`src/rtl/div_pkg.sv`:
```
// ============================================================================
// div_pkg : shared state encoding, default width and counter sizing helper
// Rev 1.0
// ============================================================================
`default_nettype none

package div_pkg;

  localparam int DIV_N = 8;

  typedef enum logic [1:0] {
    IDLE  = 2'd0,
    CHECK = 2'd1,
    ITER  = 2'd2,
    DONE  = 2'd3
  } state_t;

  // Never returns less than 1 so a counter always has at least one bit.
  function automatic int clog2(input int n);
    int w;
    w = 1;
    while ((1 << w) < n) begin
      w = w + 1;
    end
    return w;
  endfunction

endpackage

`default_nettype wire

```
`src/rtl/div_step.sv`:
```
// ============================================================================
// div_step : one combinational restoring-division step
// Rev 1.0
// ============================================================================
`default_nettype none

module div_step
  import div_pkg::*;
#(
  parameter int N = DIV_N
) (
  input  logic [N:0]   p,
  input  logic         q_msb,
  input  logic [N-1:0] divisor,
  output logic [N:0]   p_next,
  output logic         q_bit
);

  logic [N:0]   w_shifted;
  logic [N+1:0] w_diff;

  // One extra bit on the subtraction exposes the borrow as the sign.
  assign w_shifted = {p[N-1:0], q_msb};
  assign w_diff    = {1'b0, w_shifted} - {2'b00, divisor};
  assign q_bit     = ~w_diff[N+1];
  assign p_next    = q_bit ? w_diff[N:0] : w_shifted;

endmodule

`default_nettype wire

```
`src/rtl/u_seqdiv16_8.sv`:
```
// ============================================================================
// u_seqdiv16_8 : sequential unsigned restoring divider, 2N / N -> N quotient, N remainder
// Rev 1.0
// ============================================================================
`default_nettype none

module u_seqdiv16_8
  import div_pkg::*;
#(
  parameter int N = DIV_N
) (
  input  logic           clk,
  input  logic           rst_n,
  input  logic           in_valid,
  output logic           in_ready,
  input  logic [2*N-1:0] dividend,
  input  logic [N-1:0]   divisor,
  output logic           out_valid,
  input  logic           out_ready,
  output logic [N-1:0]   quotient,
  output logic [N-1:0]   remainder,
  output logic           div0,
  output logic           ovf
);

  localparam int                c_cnt_w    = clog2(N);
  localparam logic [c_cnt_w-1:0] c_cnt_last = c_cnt_w'(N - 1);

  state_t             r_state;
  state_t             w_state_next;
  logic [2*N-1:0]     r_dividend;
  logic [N-1:0]       r_divisor;
  logic [N:0]         r_p;
  logic [N-1:0]       r_q;
  logic [c_cnt_w-1:0] r_cnt;
  logic [N-1:0]       r_quotient;
  logic [N-1:0]       r_remainder;
  logic               r_div0;
  logic               r_ovf;

  logic               w_accept;
  logic               w_zero_div;
  logic               w_overflow;
  logic               w_last;
  logic [N:0]         w_p_next;
  logic               w_q_bit;

  assign w_accept   = in_valid & in_ready;
  assign w_zero_div = (r_divisor == '0);
  assign w_overflow = (r_dividend[2*N-1:N] >= r_divisor);
  assign w_last     = (r_cnt == c_cnt_last);

  div_step #(
    .N (N)
  ) u_step (
    .p       (r_p),
    .q_msb   (r_q[N-1]),
    .divisor (r_divisor),
    .p_next  (w_p_next),
    .q_bit   (w_q_bit)
  );

  always_ff @(posedge clk) begin
    if (!rst_n) begin
      r_state <= IDLE;
    end else begin
      r_state <= w_state_next;
    end
  end

  always_comb begin
    w_state_next = r_state;
    case (r_state)
      IDLE:    if (w_accept) w_state_next = CHECK;
      CHECK:   w_state_next = (w_zero_div || w_overflow) ? DONE : ITER;
      ITER:    if (w_last) w_state_next = DONE;
      DONE:    if (out_ready) w_state_next = IDLE;
      default: w_state_next = IDLE;
    endcase
  end

  always_comb begin
    in_ready  = 1'b0;
    out_valid = 1'b0;
    case (r_state)
      IDLE:    in_ready  = 1'b1;
      DONE:    out_valid = 1'b1;
      default: ;
    endcase
  end

  // Result registers change only in CHECK or on the final step, so a
  // partially iterated quotient never reaches the outputs.
  always_ff @(posedge clk) begin
    if (!rst_n) begin
      r_dividend  <= '0;
      r_divisor   <= '0;
      r_p         <= '0;
      r_q         <= '0;
      r_cnt       <= '0;
      r_quotient  <= '0;
      r_remainder <= '0;
      r_div0      <= 1'b0;
      r_ovf       <= 1'b0;
    end else begin
      if (w_accept) begin
        r_dividend <= dividend;
        r_divisor  <= divisor;
      end
      case (r_state)
        CHECK: begin
          if (w_zero_div) begin
            r_div0      <= 1'b1;
            r_ovf       <= 1'b0;
            r_quotient  <= '1;
            r_remainder <= r_dividend[N-1:0];
          end else if (w_overflow) begin
            r_div0      <= 1'b0;
            r_ovf       <= 1'b1;
            r_quotient  <= '1;
            r_remainder <= '0;
          end else begin
            r_div0 <= 1'b0;
            r_ovf  <= 1'b0;
            r_p    <= {1'b0, r_dividend[2*N-1:N]};
            r_q    <= r_dividend[N-1:0];
            r_cnt  <= '0;
          end
        end
        ITER: begin
          r_p   <= w_p_next;
          r_q   <= {r_q[N-2:0], w_q_bit};
          r_cnt <= r_cnt + c_cnt_w'(1);
          if (w_last) begin
            r_quotient  <= {r_q[N-2:0], w_q_bit};
            r_remainder <= w_p_next[N-1:0];
          end
        end
        default: ;
      endcase
    end
  end

  assign quotient  = r_quotient;
  assign remainder = r_remainder;
  assign div0      = r_div0;
  assign ovf       = r_ovf;

endmodule

`default_nettype wire
```
`config.mk`:
```
export PLATFORM = sky130hd
export DESIGN_NAME = u_seqdiv16_8
export DESIGN_NICKNAME = d
export VERILOG_FILES = /design/src/rtl/div_pkg.sv /design/src/rtl/div_step.sv /design/src/rtl/u_seqdiv16_8.sv
export SDC_FILE = /design/constraint.sdc
export NUM_CORES = 1
export LEC_CHECK = 0
export CAP_MARGIN = 10
export CORE_UTILIZATION = 40
export DETAILED_ROUTE_END_ITERATION = 8
export GPL_ROUTABILITY_DRIVEN = 1
export GPL_TIMING_DRIVEN = 1
export PLACE_DENSITY = 0.58
export SYNTH_ARGS = -nofsm -noshare
export SYNTH_HDL_FRONTEND = slang
export SYNTH_SLANG_ARGS = --single-unit
```
`constraint.sdc`:
```
create_clock -name clk -period 5.3 [get_ports clk]
set_clock_uncertainty 0.1 [all_clocks]
set_input_delay 1.06 -clock clk [delete_from_list [all_inputs] [get_ports clk]]
set_output_delay 1.06 -clock clk [all_outputs]
set_load 0.02 [all_outputs]
```
==> run metrics, run 1 <==
outcome=complete, no violations; number of clock sinks=63; count of pins on the block boundary=48; number of enable-type register cells in the synthesized netlist=0; share of final-layout standard cells stronger than drive strength 1=10.00%; register share of total power=28.8%; most used flip-flop cell after synthesis=dfxtp_1; origin of the worst min-delay path=r_cnt[1]; Die ar.=8680 µm²; RSZ-0062 raised after global routing=false; Async SR Flop Fraction=0%; DIE HEIGHT=93.17 µm; GP Congestion=between 0.8 and 0.9; max-cap check violation count=0; CTS hold repair buffers=0; FMAX=347.8 MHz; post-synth design cell area=about 3300 µm²; iteration-0 DRC count of the detailed router=146; combined global-route utilization of all metal layers=19.63%; Syn Inst Count=between 300 and 400; number of cell rows=32; worst min path class=flip-flop to flip-flop; aggregate routed wire length=about 7700 µm; share of the synthesized area in compound gates (AO/OA/AOI/OAI)=24.84%; DIE WIDTH=93.17 µm; detailed placer's ending HPWL=5552 µm; final count of pins violating max slew=0; slew at the pin closest to its max-slew limit=938.9 ps; post-route setup TNS=0 ps; placement-stage worst setup slack=2197 ps; Reg2Reg Launch Point=r_state[0]; Port Buffers=47; final net count=476; Avg WL per Cell=14.56 µm; setup fix buffers added after clock tree synthesis=0; Comb power frac=52.3%; switching share of total power=42.41%; maximum root-to-sink buffer count=2; register bit total from synthesis=63; internal power of the cells=0.001464 W; leakage=1.495 nW; effective utilization at floorplan=42.15%; detailed-route vias per instance=5.177; count of filler cells inserted in the layout=~800; sequential element share of the synthesized area=a little under two fifths; Peak VDD IR=0.4026 mV; switching power total=between 0.001 and 0.0015 W; sort of element at the end of the critical path=flip-flop; Ant. Diodes=0; vias in the first global route=2,802; Data arrival, critical path=3010 ps; Root Buffer Master=clkbuf_8; final critical-path required period=2875 ps; Cell Pwr Density=629.0 nW/µm²; final-report hold violation count=0; total grt overflow=0; DRC violations left=0; category of the critical setup timing path=flip-flop to flip-flop; number of unique standard cell types used by synthesis=52; pin count of the biggest net entering global routing=42; wire length of the first global-routing pass=13,210 µm; Yosys Warn Count=0; Adder-Cell Fraction of Synth Area=8.882%; combinational family with the most area after synthesis=compound AO/OA/AOI/OAI gates; H-tree lvl count=3; number of instances resized during post-cts repair=0; share of cell area taken by muxes after synthesis=3.613%; critical path startpoint=r_state[0]; Mapped Avg Cell Area=8.568 µm²; element type at the critical path start=flip-flop; CP max FO=34; clock latency reported for the late side of the worst-skew pair=around 340 ps; CTS buffer count=9; final hold slack=375.0 ps; post-synthesis share of cell area spent on and, or, nand and nor gates=17.73%; Layout area overhead=21.53%; core area=7888 µm²; CTS clock-pin slew for the worst setup and hold paths=80 ps; number of failing setup endpoints in the final timing report=0; via count=2,754; clock tree from TritonCTS=built; antenna violations before repair=0; Final Cycle Share=54.25%; headroom to the max-slew limit=between 30% and 40%; slack of the critical path=between 2000 and 2500 ps; total nets after synthesis=439; 1st-pass router iterations=4; number of nets with antenna violations after detailed routing=0; data required time of the critical path=5440 ps; Clk pwr share=18.9%; xor and xnor area share after synthesis=0.7904%
[cells by family (layout without fill, tap and decap cells)]
group	after synthesis	after routing
mux	12	12
xor+xnor	3	3
simple gates	124	124
compound gates	119	119
buf+inv	44	86
fa+ha+maj	23	23
flops	63	63
[state kept, by name, indices dropped and copies added (netlist names)]
signal	flops
ovf	1
r_divisor	8
quotient	8
r_p	8
r_dividend	16
r_q	8
r_cnt	3
remainder	8
div0	1
r_state	2
[power groups by stage]
stage,clock network (W),logic [W],registers [W]
after global routing,0.000517,0.00148,0.000752
after floorplan,0,0.000986,0.000778
after CTS,0.000493,0.00134,0.000733
final,0.000480,0.00133,0.000732
after global placement,0,0.00132,0.000739
after detailed placement,0,0.00133,0.000743
[cell usage in the layout, fill, tap and decap left out, types with 2 or more instances in the layout]
cell,n
mux2i_1,12
bufinv_16,2
xnor2_1,2
clkbuf_8,10
a211oi_1,5
nand2b_4,5
o21ai_0,25
nor3_1,5
a21oi_1,38
a211oi_2,7
ha_1,22
o221a_2,2
dfxtp_1,63
nand2_1,70
nand3_1,3
clkdlybuf4s50_1,47
a21oi_2,2
o22ai_1,4
a21o_1,3
buf_4,2
inv_1,21
o211ai_1,5
and2_1,3
and3_1,2
o21a_1,2
nor4_1,2
clkinvlp_4,2
nor2_1,23
a31oi_1,9
nand2b_1,6
[Yosys cell counts, types with 4 or more instances]
| library cell | count | area share (%) |
|---|---|---|
| nand2_1 | 70 | 7.9 |
| dfxtp_1 | 63 | 38 |
| a21oi_1 | 38 | 5.7 |
| o21ai_0 | 25 | 3.8 |
| nor2_1 | 23 | 2.6 |
| ha_1 | 22 | 8.3 |
| inv_1 | 21 | 2.4 |
| clkbuf_1 | 15 | 1.7 |
| mux2i_1 | 12 | 3.6 |
| a31oi_1 | 9 | 1.7 |
| a211oi_2 | 7 | 2.6 |
| nand2b_1 | 6 | 1.1 |
| a211oi_1 | 5 | 1.1 |
| buf_6 | 5 | 1.7 |
| nand2b_4 | 5 | 2.1 |
| nor3_1 | 5 | 0.75 |
| o211ai_1 | 5 | 1.1 |
| o22ai_1 | 4 | 0.75 |
[worst paths after layout]
path | endpoint | slack, ps | cells after the start
hold / removal | r_cnt[1] | 370 | 2
setup / recovery | r_p[6] | 2420 | 7
hold reg to reg | r_cnt[1] | 370 | 2
setup reg to reg | r_p[6] | 2420 | 7
[stage by stage]
| step | utilization (%) | instance area (µm²) | power [W] | instances |
|---|---|---|---|---|
| global route | 51.22 | 4040 | 0.002753 | 532 |
| floorplan | - | 3324 | 0.001764 | 388 |
| global placement | 48.30 | 3810 | 0.002060 | 516 |
| CTS | 51.22 | 4040 | 0.002569 | 532 |
| detailed placement | 48.30 | 3810 | 0.002076 | 516 |
| finish | 51.22 | 4040 | 0.002541 | 532 |
[routing by layer]
metal / global-route usage [%] / part of all wire, % / routed length (µm)
met1: 25.24 / 50 / 3856
met2: 31.56 / 46 / 3540
met3: 5.366 / 3.5 / 270
met4: 6.795 / 1.0 / 78
met5: 0 / 0 / 0
[area by class of cell]
class                           count  area, µm²  share of cell area, %
Inverter                           21      78.83                  1.951
Clock inverter                      6      92.59                  2.292
Timing Repair Buffer               49      485.5                  12.02
Clock buffer                       10      137.6                  3.407
Tap cell                          102      127.6                  3.159
Multi-Input combinational cell    281       1857                  45.96
Sequential cell                    63       1261                  31.22
[worst max-delay path: stages (launching register included)]
cell and delay (ps):
dfxtp_1 350, inv_1 90, ha_1 140, buf_4 320
inv_1 390, o22ai_4 820, o21ai_0 230, o221a_2 300
Note: power is estimated with default switching activity, not from simulation.
==> run 2, diff against run 1 <==
clock period = 2.9 ns   (was 5.3 ns; I/O delays follow)
==> run metrics, run 2 (same netlist as run 1, synthesis figures left out) <==
outcome=complete, no violations; Data arrival, critical path=2800 ps; share of final-layout standard cells stronger than drive strength 1=11.24%; register containing the most flip-flops in the final layout=r_dividend; GRT Max-Usage Layer=met2; total grt overflow=0; antenna violations before repair=0; number of cell rows=32; vias in the first global route=2,684; placed instance count=522; aggregate routed wire length=7936 µm; detailed-route vias per instance=5.288; FMAX=383.2 MHz; max-cap check violation count=0; Avg WL per Cell=around 15 µm; DIE HEIGHT=93.17 µm; Final Cycle Share=~90%; Peak VDD IR=between 0.6 and 0.7 mV; Die ar.=8680 µm²; maximum root-to-sink buffer count=2; final net count=slightly below 500; H-tree lvl count=3; headroom to the max-slew limit=45.74%; met3 Usage GRT=5.447%; most common cell after layout, fill and taps aside=nand2_1; number of flip-flops in the largest register=16; via count=2,845; final-report hold violation count=0; clock tree from TritonCTS=built; data required time of the critical path=3090 ps; RSZ-0062 raised after global routing=false; setup fix buffers added after clock tree synthesis=0; final count of pins violating max slew=0; number of clock sinks=63; Ant. Diodes=0; post-route setup TNS=0 ps; worst-path cell with the longest stage delay=fa_1; Port Buffers=47; detailed placer's ending HPWL=roughly 5900 µm; effective utilization at floorplan=42.15%; CTS buffer count=9; internal power of the cells=0.002723 W; final critical-path required period=around 2600 ps; Reg2Reg Launch Point=r_divisor[0]; CTS hold repair buffers=0; leakage=1.535 nW; Slowest Stage Delay on Critical Path=approximately 430 ps; worst min path class=flip-flop to flip-flop; GP Congestion=about 0.80; Layout area overhead=23.22%; wire length of the first global-routing pass=13,370 µm; origin of the worst min-delay path=r_divisor[3]; switching share of total power=41.91%; register share of total power=28.7%; clock latency reported for the late side of the worst-skew pair=between 300 and 400 ps; slew at the pin closest to its max-slew limit=811.9 ps; Clk pwr share=about a fifth; DIE WIDTH=93.17 µm; filler-free cell count of the finished design=about 540; Root Buffer Master=clkbuf_8; number of failing setup endpoints in the final timing report=0; DRC violations left=0; element type at the critical path start=flip-flop; commonest cells after routing, fill and taps aside=nand2_1 (70), dfxtp_1 (63), clkdlybuf4s50_1 (47), a21oi_1 (38), o21ai_0 (25); Comb power frac=a little over half; core area=7888 µm²; switching power total=about 0.0020 W; critical path startpoint=r_divisor[0]; count of pins on the block boundary=48; 1st-pass router iterations=4; combined global-route utilization of all metal layers=19.99%; Cell Pwr Density=1144 nW/µm²; GR met2 Demand/Resource=a little under a third; final hold slack=376.6 ps; CTS clock-pin slew for the worst setup and hold paths=80 ps; count of filler cells inserted in the layout=between 700 and 800; Critical Path, Cell by Cell=ha_1 > inv_1 > fa_1 > a211oi_1 > o21bai_1 > a21oi_1 > xnor2_1 > mux2i_1 > nor2_1 > o221a_2; number of nets with antenna violations after detailed routing=0; pin count of the biggest net entering global routing=33; sort of element at the end of the critical path=flip-flop; met1 track demand over resource=between 20% and 30%; number of instances resized during post-cts repair=0; iteration-0 DRC count of the detailed router=115; CP max FO=4; category of the critical setup timing path=flip-flop to flip-flop
run 2: power by group through the flow:
stage	registers, W	logic [W]	clock network, W
finish	0.00135	0.00246	0.000877
global route	0.00138	0.00273	0.000943
CTS	0.00135	0.00248	0.000898
detailed placement	0.00136	0.00246	0
global placement	0.00136	0.00245	0
floorplan	0.00142	0.00180	0
run 2: cell type report:
cell class | count | area (µm²) | area share, %
Multi-Input combinational cell | 281 | 1857 | 45.33
Sequential cell | 63 | 1261 | 30.79
Timing Repair Buffer | 55 | 543.0 | 13.26
Clock buffer | 10 | 137.6 | 3.360
Tap cell | 102 | 127.6 | 3.115
Clock inverter | 6 | 91.34 | 2.230
Inverter | 21 | 78.83 | 1.924
run 2: worst paths after layout:
kind | to | slack [ps] | depth (start not counted)
worst max-delay path | remainder[6] | 290 | 10
worst min-delay path | r_divisor[3] | 380 | 2
worst max register to register | remainder[6] | 290 | 10
worst min register to register | r_divisor[3] | 380 | 2
run 2: per-layer routing:
layer,vias up,part of all wire (%)
met3,9,3.8
met4,0,1.3
met5,-,0
met2,67,44
met1,1324,51
li1,1445,-
run 2: worst max-delay path, delay by kind of cell, from the launching register on:
family	cells	cell delay [ps]
compound gates	4	880
fa+ha+maj	2	630
flops	1	420
simple gates	1	260
xor+xnor	1	140
mux	1	80
buf+inv	1	50
run 2: stage by stage:
step / instance area [µm²] / total power, W / worst slack [ps] / util (%)
6_report: 4096 / 0.004688 / 290.3 / 51.94
3_3_place_gp: 3867 / 0.003814 / 272.2 / 49.03
4_1_cts: 4096 / 0.004723 / 260.1 / 51.94
2_1_floorplan: 3324 / 0.003225 / 741.3 / -
3_5_place_dp: 3867 / 0.003825 / 310.9 / 49.03
5_1_grt: 4096 / 0.005052 / 68.73 / 51.94
==> run 3, diff against run 2 <==
GPL_ROUTABILITY_DRIVEN = 0   (was 1)
==> run metrics, run 3 (same netlist as run 1, synthesis figures left out) <==
Cell Pwr Density=1112 nW/µm²; detailed-route vias per instance=5.229; number of instances resized during post-cts repair=0; max-cap check violation count=0; Data arrival, critical path=roughly 2800 ps; Layout area overhead=21.26%; Port Buffers=47; DIE WIDTH=93.17 µm; setup fix buffers added after clock tree synthesis=0; CTS hold repair buffers=0; wire length of the first global-routing pass=13,660 µm; Final Cycle Share=91.08%; pin count of the biggest net entering global routing=33; core area=7888 µm²; most common cell after layout, fill and taps aside=nand2_1; data required time of the critical path=3080 ps; number of cell rows=32; iteration-0 DRC count of the detailed router=142; category of the critical setup timing path=flip-flop to flip-flop; worst min path class=flip-flop to flip-flop; number of flip-flops in the largest register=16; Ant. Diodes=0; count of filler cells inserted in the layout=749; 1st-pass router iterations=4; final critical-path required period=around 2600 ps; DIE HEIGHT=~93 µm; Die ar.=8680 µm²; number of failing setup endpoints in the final timing report=0; commonest cells after routing, fill and taps aside=nand2_1 (70), dfxtp_1 (63), clkdlybuf4s50_1 (47), a21oi_1 (38), o21ai_0 (25); post-route setup TNS=0 ps; number of nets with antenna violations after detailed routing=0; CTS clock-pin slew for the worst setup and hold paths=roughly 70 ps; clock latency reported for the late side of the worst-skew pair=approximately 340 ps; combined global-route utilization of all metal layers=20.23%; final net count=482; effective utilization at floorplan=42.15%; CP max FO=4; final hold slack=about 370 ps; sort of element at the end of the critical path=flip-flop; aggregate routed wire length=8020 µm; register containing the most flip-flops in the final layout=r_dividend; number of clock sinks=63; leakage=1.503 nW; H-tree lvl count=3; total grt overflow=0; count of pins on the block boundary=48; vias in the first global route=~2.7k; DRC violations left=0; antenna violations before repair=0; Peak VDD IR=0.6772 mV; Avg WL per Cell=14.93 µm; Root Buffer Master=clkbuf_8; via count=2,808; final-report hold violation count=0; CTS buffer count=9; slew at the pin closest to its max-slew limit=840.6 ps; clock tree from TritonCTS=built; detailed placer's ending HPWL=5827 µm; RSZ-0062 raised after global routing=false; outcome=complete, no violations; headroom to the max-slew limit=43.82%; element type at the critical path start=flip-flop; FMAX=378.6 MHz; maximum root-to-sink buffer count=2; share of final-layout standard cells stronger than drive strength 1=10.80%; final count of pins violating max slew=0
==> run 3: changes by cell type in the layout (fill, tap and decap cells not counted) <==
cell and delta:
bufinv_16 -2, clkinv_2 +2, inv_6 -2, clkbuf_1 +1, clkinv_4 -1, clkinvlp_4 +1
==> run 3: layer usage <==
layer | vias up | GRT usage (%) | share of wire [%]
li1 | 1454 | - | -
met1 | 1290 | 28.20 | 51
met2 | 58 | 31.37 | 43
met3 | 6 | 5.041 | 4.4
met4 | 0 | 4.615 | 1.0
met5 | - | 0 | 0
==> run 3: final timing paths <==
path / start / to / slack [ps] / depth (start not counted)
hold / removal: quotient[2] / quotient[2] / 370 / 2
setup reg to reg: r_divisor[0] / r_p[6] / 260 / 10
setup / recovery: r_divisor[0] / r_p[6] / 260 / 10
hold reg to reg: quotient[2] / quotient[2] / 370 / 2
==> run 3: cell type report <==
type | instances | area, µm² | share of cell area (%)
multi-input cells | 281 | 1857 | 46.06
flip-flops and latches | 63 | 1261 | 31.28
repair buffers | 55 | 543.0 | 13.47
clock buffers | 11 | 141.4 | 3.507
well taps | 102 | 127.6 | 3.166
inverters | 21 | 78.83 | 1.955
clock inverters | 4 | 22.52 | 0.5587
==> run 3: power breakdown <==
part	total, W	internal, W	switching (W)
sequential	0.00134	0.00113	0.000213
combinational	0.00248	0.00108	0.00140
clock	0.000661	0.000324	0.000337
total	0.00448	0.00253	0.00195
==> run 3: through the flow <==
step / setup slack [ps] / std cells / total power [W] / area [µm²] / util [%]
final: 258.8 / 537 / 0.004483 / 4031 / 51.11
after global routing: 110.6 / 537 / 0.004864 / 4031 / 51.11
after CTS: 307.9 / 537 / 0.004515 / 4031 / 51.11
after detailed placement: 354.4 / 522 / 0.003835 / 3867 / 49.03
after global placement: 298.6 / 522 / 0.003815 / 3867 / 49.03
after floorplan: 741.3 / 388 / 0.003225 / 3324 / -
==> run 3: critical path, cell delays in order, from the launching register on <==
cell      delay (ps)
dfxtp_1          420
ha_1             210
inv_1             60
fa_1             430
a211oi_1         360
o21bai_1         130
a21oi_1          180
xnor2_1          140
mux2i_1           90
nor2_1           230
o221a_2          230
